## src/rtl/cla_pkg.sv

```systemverilog
// Shared constants for the CLA64 add/sub sequencer: adder width, op encodings
// and FSM state encodings.
package cla_pkg;

    localparam int unsigned ADD_W = 64;

    localparam logic [1:0] OP_ADD64  = 2'b00;
    localparam logic [1:0] OP_SUB64  = 2'b01;
    localparam logic [1:0] OP_ADD128 = 2'b10;
    localparam logic [1:0] OP_SUB128 = 2'b11;

    localparam logic [1:0] ST_IDLE = 2'd0;
    localparam logic [1:0] ST_LO   = 2'd1;
    localparam logic [1:0] ST_HI   = 2'd2;
    localparam logic [1:0] ST_RESP = 2'd3;

endpackage

```

## src/rtl/cla64_seq_addsub.sv

```systemverilog
// Sequencer in front of an external 64-bit CLA: runs 64-bit ops in one adder
// pass and 128-bit ops in two chained passes, then holds the result for handoff.
module cla64_seq_addsub #(
    parameter int unsigned ADD_W = cla_pkg::ADD_W
) (
    input  logic                 clk,
    input  logic                 rst_n,
    input  logic                 in_valid,
    output logic                 in_ready,
    input  logic [1:0]           in_op,
    input  logic [2*ADD_W-1:0]   in_a,
    input  logic [2*ADD_W-1:0]   in_b,
    output logic [ADD_W-1:0]     adder_x,
    output logic [ADD_W-1:0]     adder_y,
    output logic                 adder_cin,
    input  logic [ADD_W-1:0]     adder_s,
    input  logic                 adder_cout,
    output logic                 out_valid,
    input  logic                 out_ready,
    output logic [2*ADD_W-1:0]   out_res,
    output logic                 out_carry,
    output logic                 out_ovf
);
    import cla_pkg::*;

    logic [1:0]         state_q, state_d;
    logic [1:0]         op_q, op_d;
    logic [2*ADD_W-1:0] a_q, a_d;
    logic [2*ADD_W-1:0] b_q, b_d;
    logic [2*ADD_W-1:0] res_q, res_d;
    logic               carry_q, carry_d;
    logic               ovf_q, ovf_d;
    logic               is_sub;
    logic               is_128;
    logic               pass_ovf;

    assign is_sub = op_q[0];
    assign is_128 = op_q[1];

    always_comb begin
        adder_x   = '0;
        adder_y   = '0;
        adder_cin = 1'b0;
        case (state_q)
            ST_LO: begin
                adder_x   = a_q[ADD_W-1:0];
                adder_y   = b_q[ADD_W-1:0] ^ {ADD_W{is_sub}};
                adder_cin = is_sub;
            end
            ST_HI: begin
                adder_x   = a_q[2*ADD_W-1:ADD_W];
                adder_y   = b_q[2*ADD_W-1:ADD_W] ^ {ADD_W{is_sub}};
                adder_cin = carry_q;
            end
            default: ;
        endcase
    end

    // Uses the already-inverted y so SUB overflow falls out of the add rule.
    assign pass_ovf = (adder_x[ADD_W-1] == adder_y[ADD_W-1]) &&
                      (adder_s[ADD_W-1] != adder_x[ADD_W-1]);

    always_comb begin
        state_d = state_q;
        op_d    = op_q;
        a_d     = a_q;
        b_d     = b_q;
        res_d   = res_q;
        carry_d = carry_q;
        ovf_d   = ovf_q;
        case (state_q)
            ST_IDLE: begin
                if (in_valid) begin
                    op_d    = in_op;
                    a_d     = in_a;
                    b_d     = in_b;
                    res_d   = '0;
                    carry_d = 1'b0;
                    ovf_d   = 1'b0;
                    state_d = ST_LO;
                end
            end
            ST_LO: begin
                res_d[ADD_W-1:0] = adder_s;
                carry_d          = adder_cout;
                ovf_d            = pass_ovf;
                state_d          = is_128 ? ST_HI : ST_RESP;
            end
            ST_HI: begin
                res_d[2*ADD_W-1:ADD_W] = adder_s;
                carry_d                = adder_cout;
                ovf_d                  = pass_ovf;
                state_d                = ST_RESP;
            end
            default: begin
                if (out_ready) begin
                    state_d = ST_IDLE;
                end
            end
        endcase
    end

    always_ff @(posedge clk or negedge rst_n) begin
        if (!rst_n) begin
            state_q <= ST_IDLE;
            op_q    <= '0;
            a_q     <= '0;
            b_q     <= '0;
            res_q   <= '0;
            carry_q <= 1'b0;
            ovf_q   <= 1'b0;
        end else begin
            state_q <= state_d;
            op_q    <= op_d;
            a_q     <= a_d;
            b_q     <= b_d;
            res_q   <= res_d;
            carry_q <= carry_d;
            ovf_q   <= ovf_d;
        end
    end

    assign in_ready  = (state_q == ST_IDLE);
    assign out_valid = (state_q == ST_RESP);
    assign out_res   = res_q;
    assign out_carry = carry_q;
    assign out_ovf   = ovf_q;

endmodule

```

## config.mk

```make
export PLATFORM = sky130hd
export DESIGN_NAME = cla64_seq_addsub
export DESIGN_NICKNAME = d
export VERILOG_FILES = /design/src/rtl/cla_pkg.sv /design/src/rtl/cla64_seq_addsub.sv
export SDC_FILE = /design/constraint.sdc
export NUM_CORES = 1
export LEC_CHECK = 0
export CORE_ASPECT_RATIO = 1.25
export CORE_MARGIN = 1.5
export CORE_UTILIZATION = 30
export CTS_BUF_LIST = sky130_fd_sc_hd__clkbuf_8
export DETAILED_ROUTE_END_ITERATION = 8
export GPL_ROUTABILITY_DRIVEN = 0
export SLEW_MARGIN = 20
export SYNTH_ARGS = -nofsm -noshare
export SYNTH_HDL_FRONTEND = slang
export SYNTH_SLANG_ARGS = --single-unit
```

## constraint.sdc

```tcl
create_clock -name clk -period 1.58 [get_ports clk]
set_input_delay 0.158 -clock clk [delete_from_list [all_inputs] [get_ports clk]]
set_output_delay 0.158 -clock clk [all_outputs]
set_load 0.02 [all_outputs]
```

Word level (Yosys, flattened, before mapping)
Cells that the tools add are included.
{"block": "word_totals", "reg_bits": 390, "latch_bits": 0, "mem_bits_rw": 0, "mem_bits_ro": 0, "input_bits": 327, "mem_count": 0}
{"block": "op_classes", "add_sub_neg": 0, "mul": 0, "div_mod_pow": 0, "order_cmp": 0, "n_eq_ne": 6, "shift": 0, "muxes": 13, "bitwise_logic": 2, "n_reduce_logical": 12}
{"cell": "$pmux 64 s2", "n": 4}
{"cell": "$mux 128", "n": 1}
{"cell": "$xor 64x64->64", "n": 2}
{"cell": "$reduce_and 2->1", "n": 5}
{"cell": "$pmux 1 s2", "n": 3}
{"cell": "$pmux 2 s3", "n": 1}
{"cell": "$reduce_bool 2->1", "n": 3}
{"cell": "$eq 2x2->1 const B", "n": 2}
{"cell": "$mux 2", "n": 2}
{"cell": "$reduce_bool 4->1", "n": 1}
{"cell": "$eq 2x1->1 const B", "n": 1}
{"cell": "$logic_not 2->1", "n": 1}
{"cell": "$mux 1", "n": 2}
{"cell": "$ne 2x2->1 const B", "n": 1}
{"cell": "$reduce_or 2->1", "n": 1}
{"cell": "$eq 1x1->1", "n": 1}
{"cell": "$logic_and 1x1->1", "n": 1}
{"cell": "$ne 1x1->1", "n": 1}

Depth between registers and ports, before layout
{"block": "logic_depth", "depth_word": 5, "mapped_depth": 9, "depth_no_buf": 6}

Worst setup path after synthesis
No wires, ideal clock.
{"block": "synth_timing", "kind": "register -> register", "startpoint": "reg state_q[0]", "endpoint": "reg ovf_q, in the netlist out_ovf", "setup_ns": 0.090, "arrival_time_ns": 1.973, "required_time_ns": 1.490, "slack_ns": -0.483, "stages_incl_launch_ff": 7, "synth_period_minus_slack_ns": 2.063, "cell_sequence": "dfrtp_1 -> inv_1 -> ha_1 -> mux2i_1 -> mux2i_1 -> mux2_2 -> o31ai_4"}
{"block": "synth_via", "elab_chain_cells": 5, "elab_cells_between_ends": 13}
{"item": "from (decl)", "line_no": "cla64_seq_addsub.sv:26", "source": "logic [1:0] state_q, state_d;"}
{"item": "from (signal assigned)", "line_no": "cla64_seq_addsub.sv:113", "source": "state_q <= state_d;"}
{"item": "$eq 2x2->1 / $eq 2x1->1 (equally long branches)", "line_no": "cla64_seq_addsub.sv:44", "source": "case (state_q)"}
{"item": "$pmux 64 s2 (*)", "line_no": "cla64_seq_addsub.sv:44"}
{"item": "net adder_y[63]", "line_no": "cla64_seq_addsub.sv:14", "source": "output logic [ADD_W-1:0] adder_y,"}
{"item": "$eq 1x1->1 (*)", "line_no": "cla64_seq_addsub.sv:60", "source": "assign pass_ovf = (adder_x[ADD_W-1] == adder_y[ADD_W-1]) &&"}
{"item": "$logic_and 1x1->1 (*)", "line_no": "cla64_seq_addsub.sv:60"}
{"item": "$pmux 1 s2 (*)", "line_no": "cla64_seq_addsub.sv:71", "source": "case (state_q)"}
{"item": "to (signal assigned)", "line_no": "cla64_seq_addsub.sv:119", "source": "ovf_q <= ovf_d;"}
{"item": "to (decl)", "line_no": "cla64_seq_addsub.sv:32", "source": "logic ovf_q, ovf_d;"}
The timed path passes the listed nets; every way through them passes the cells marked *.
A chain may end at the register's enable or synchronous reset.

Worst setup path in the final report
{"block": "layout_timing", "startpoint": "reg state_q[0]", "endpoint": "out adder_y[56]"}
{"block": "layout_via", "elab_chain_cells": 2, "elab_cells_between_ends": 3}
{"item": "$eq 2x2->1 / $eq 2x1->1 (equally long branches)", "line_no": "cla64_seq_addsub.sv:44"}
{"item": "$pmux 64 s2 (*)", "line_no": "cla64_seq_addsub.sv:44"}
{"item": "to (decl)", "line_no": "cla64_seq_addsub.sv:14"}
Every way passes the cells marked *; elsewhere a longest branch is shown, timed or not.

==> flow_metrics.py <==
metrics = {
    "sta": {
        "setup_viol": 658,
        "rsz0062_at_grt": "yes",
        "relSlewSlack": 0.378,
        "hold_viol_final": 0,
        "fin_ws_ns": -0.898,
        "period_share": 1.57,
        "clock_skew_ns": 0.0219,
        "timing.hold.ws_ns": 0.0903,
        "worst_pin_slew_ns": 0.930,
        "drv_slew": 0,
        "layout_min_cycle_time_ns": 2.48,
        "fmax_mhz": 403,
    },
    "setup_path": {
        "max_stage_delay_ns": 0.39,
        "r2r_cells": 10,
        "rr_startpoint": "state_q[0]",
        "cp.depth": 9,
        "rr_endpoint": "out_ovf",
        "cp_max_fo": 7,
        "cp.required_ns": 1.42,
        "endpoint_kind": "output pin",
        "crit_buf_inv": 5,
        "crit_top_cell": "buf_8",
        "path_delay_family": "buffers and inverters",
        "crit_chain": "inv_2 > ha_4 > buf_8 > buf_12 > buf_8 > mux2i_4 > xor2_1 > nor2_2 > buf_6",
        "cp_slowest_cell": "dfrtp_1",
        "crit_type": "flop to output pin",
        "reg2reg_slack_ns": -0.65,
        "crit_arrival_ns": 2.32,
        "critPathLaunchType": "flop",
    },
    "power": {
        "vdd_drop_max_v": 0.00137,
        "power_density_mw_per_mm2": 2610,
        "pwr-share-comb": 0.632,
        "switching_share": 0.409,
        "p_switching_w": 0.0316,
        "seqPwrFrac": 0.240,
        "power_frac_clock": 0.128,
        "p_int_w": 0.0456,
        "p_leak_nw": 12.7,
    },
    "job": {
        "cap_violations": 0,
    },
    "clock_network": {
        "cts_buffer_depth": 3,
        "clkLatencyLatePin_ns": 0.65,
        "cts_sinks": 390,
        "tritoncts": "built",
        "path_clk_slew_ns": 0.06,
        "cts-root-buf": "clkbuf_8",
        "numCtsBuffers": 70,
        "htree_levels": 3,
    },
    "yosys": {
        "synth_area_leaders": "dfrtp_1 (57%), mux2_2 (17%), mux2i_1 (3.9%)",
        "syn_nets": 1693,
        "synth.most_common_cell": "dfrtp_1",
        "synth-seq-cells": 390,
        "synth_top_area_share": 0.574,
        "synth_ff_type": "dfrtp_1",
        "synth_cells": 1361,
        "synth_cell_types": 23,
        "ys_top_cells_by_count": "dfrtp_1 (390), mux2_2 (259), nand2_1 (134)",
        "synth_area_mm2": 0.0170,
        "yosysTopAreaCell": "dfrtp_1",
        "postSynthAreaPerCell_um2": 12.5,
        "async_reset_ff_frac": 1.00,
        "synth_edf_count": 0,
        "yosysSeqAreaShare": 0.574,
        "synth_warnings": 0,
    },
    "drt": {
        "route.detailed.drc": 0,
        "drtIter0Drc": 609,
        "wl_per_cell_um": 22.3,
        "antenna_left": 0,
        "vias_per_cell": 4.82,
        "drt_pass1_iterations": 4,
        "drt-total-wl_um": 65200,
        "vias": 14100,
    },
    "global_routing": {
        "antenna_found_initial": 10,
        "grt_max_degree": 84,
        "grtUsageTotal": 0.206,
        "grt_pass1_wl_um": 90500,
        "grt_overflow": 0,
        "grt_pass1_vias": 14900,
    },
    "placed_design": {
        "place_inst": 2691,
        "post-place-ws_ns": -0.653,
        "portBuffers": 587,
        "place.detailed.hpwl_um": 42400,
    },
    "floorplan": {
        "coreArea_mm2": 0.0561,
        "start_util": 0.303,
        "die_h_um": 269,
        "rows": 97,
        "io_pins": 588,
        "die_area_mm2": 0.0581,
        "die_width_um": 216,
    },
    "hold_path": {
        "hold_depth": 3,
        "worstHoldPathType": "input port to flop",
        "holdPathEnd": "out_carry",
        "hold_start": "adder_cout",
    },
    "final_layout": {
        "num-fill-cells": 4822,
        "multiInputGateArea_mm2": 0.00821,
        "register_area_mm2": 0.00976,
        "drive_gt1_frac": 0.468,
        "nNetsFinal": 2460,
        "final_util": 0.526,
        "area_growth_pct": 73.7,
        "final_cells": 2928,
    },
    "run_status": {
        "violations": "setup timing",
        "status": "complete, but fails checks",
    },
}
==> layout make-up <==
cell class	count	share of cell area
multi-input combinational	862	0.278
timing repair inverter	2	0.000932
clock buffer	87	0.0406
inverter	4	0.00114
antenna	11	0.000932
tap	742	0.0314
sequential	390	0.331
timing repair buffer	798	0.308
clock inverter	32	0.00788
==> per-layer routing <==
metal,GRT usage,wire (um),part of all wire,up-vias
met2,0.368,34700,0.53,507
li1,-,-,-,6325
met5,0,11,0.00017,-
met4,0.0898,2010,0.031,2
met1,0.233,24500,0.38,7183
met3,0.0491,3960,0.061,110
==> power groups by stage <==
stage | clock network (W) | logic [W] | registers (W)
after detailed placement | 0 | 0.0376 | 0.0179
final | 0.00984 | 0.0488 | 0.0185
after global placement | 0 | 0.0373 | 0.0177
after global routing | 0.0107 | 0.0514 | 0.0191
after floorplan | 0 | 0.0196 | 0.0188
after CTS | 0.0102 | 0.0432 | 0.0181
==> placed cells by master, fill, tap and decap left out, types with 19 or more instances in the layout <==
| cell type | instances |
|---|---|
| buf_12 | 49 |
| buf_8 | 22 |
| xor2_1 | 57 |
| nand2_2 | 21 |
| clkdlybuf4s50_1 | 453 |
| nor2_4 | 31 |
| a22o_1 | 65 |
| nand2_4 | 24 |
| dfrtp_1 | 389 |
| mux2i_1 | 23 |
| mux2_2 | 258 |
| clkbuf_8 | 87 |
| buf_6 | 112 |
| buf_4 | 101 |
| a22oi_2 | 56 |
| clkbuf_16 | 26 |
| o21ai_2 | 45 |
| inv_1 | 22 |
| nand2_1 | 88 |
| mux2i_2 | 25 |
| mux2i_4 | 19 |
| nor2_2 | 80 |
==> logic make-up (layout without fill, tap and decap cells) <==
kind of cell | after synthesis | after routing | share of synthesized area
muxes | 326 | 326 | 0.211
AOI/OAI and AO/OA | 201 | 201 | 0.0845
buffers and inverters | 109 | 923 | 0.0340
xor gates and xnor gates | 63 | 63 | 0.0325
other | 0 | 11 | 0
DFF | 390 | 390 | 0.574
and+or+nand+nor | 267 | 267 | 0.0597
adders and majority gates | 5 | 5 | 0.00368
==> state kept, by name, indices dropped and copies added, names as in the netlist <==
name       flops
a_q          128
b_q          128
op_q           2
out_carry      1
out_ovf        1
out_res      128
state_q        2
==> worst register-to-register path: stages, from the launching register on <==
cell and delay, ns:
dfrtp_1 0.39, inv_2 0.08, ha_4 0.20, buf_8 0.15, buf_16 0.12, mux2i_4 0.25
mux2i_4 0.27, buf_4 0.14, buf_6 0.09, mux2_4 0.30, o31ai_4 0.15
==> worst max-delay path by stage <==
stage	startpoint	to
final	state_q[0]	adder_y[56]
after global routing	state_q[0]	adder_y[51]
after CTS	state_q[0]	adder_y[63]
after detailed placement	state_q[0]	adder_y[2]
after global placement	state_q[0]	adder_y[49]
after floorplan	state_q[0]	out_ovf
==> repair_timing <==
action	4_1_cts	5_1_grt
hold buffers	3	0
endpoints found under the hold margin	390	0
pin swaps	34	99
gates resized for setup	815	333
gates cloned	16	32
endpoints found under the setup margin	651	663
setup buffers	47	18
==> metrics by stage <==
stage / total power, W / area [um^2] / setup TNS, ns
floorplan: 0.0384 / 17400 / -83.53
global placement: 0.0549 / 24900 / -165.72
detailed placement: 0.0554 / 24900 / -165.48
CTS: 0.0714 / 27700 / -269.29
global route: 0.0811 / 29500 / -311.45
finish: 0.0772 / 29500 / -260.88
(Power assumes the default switching activity.)
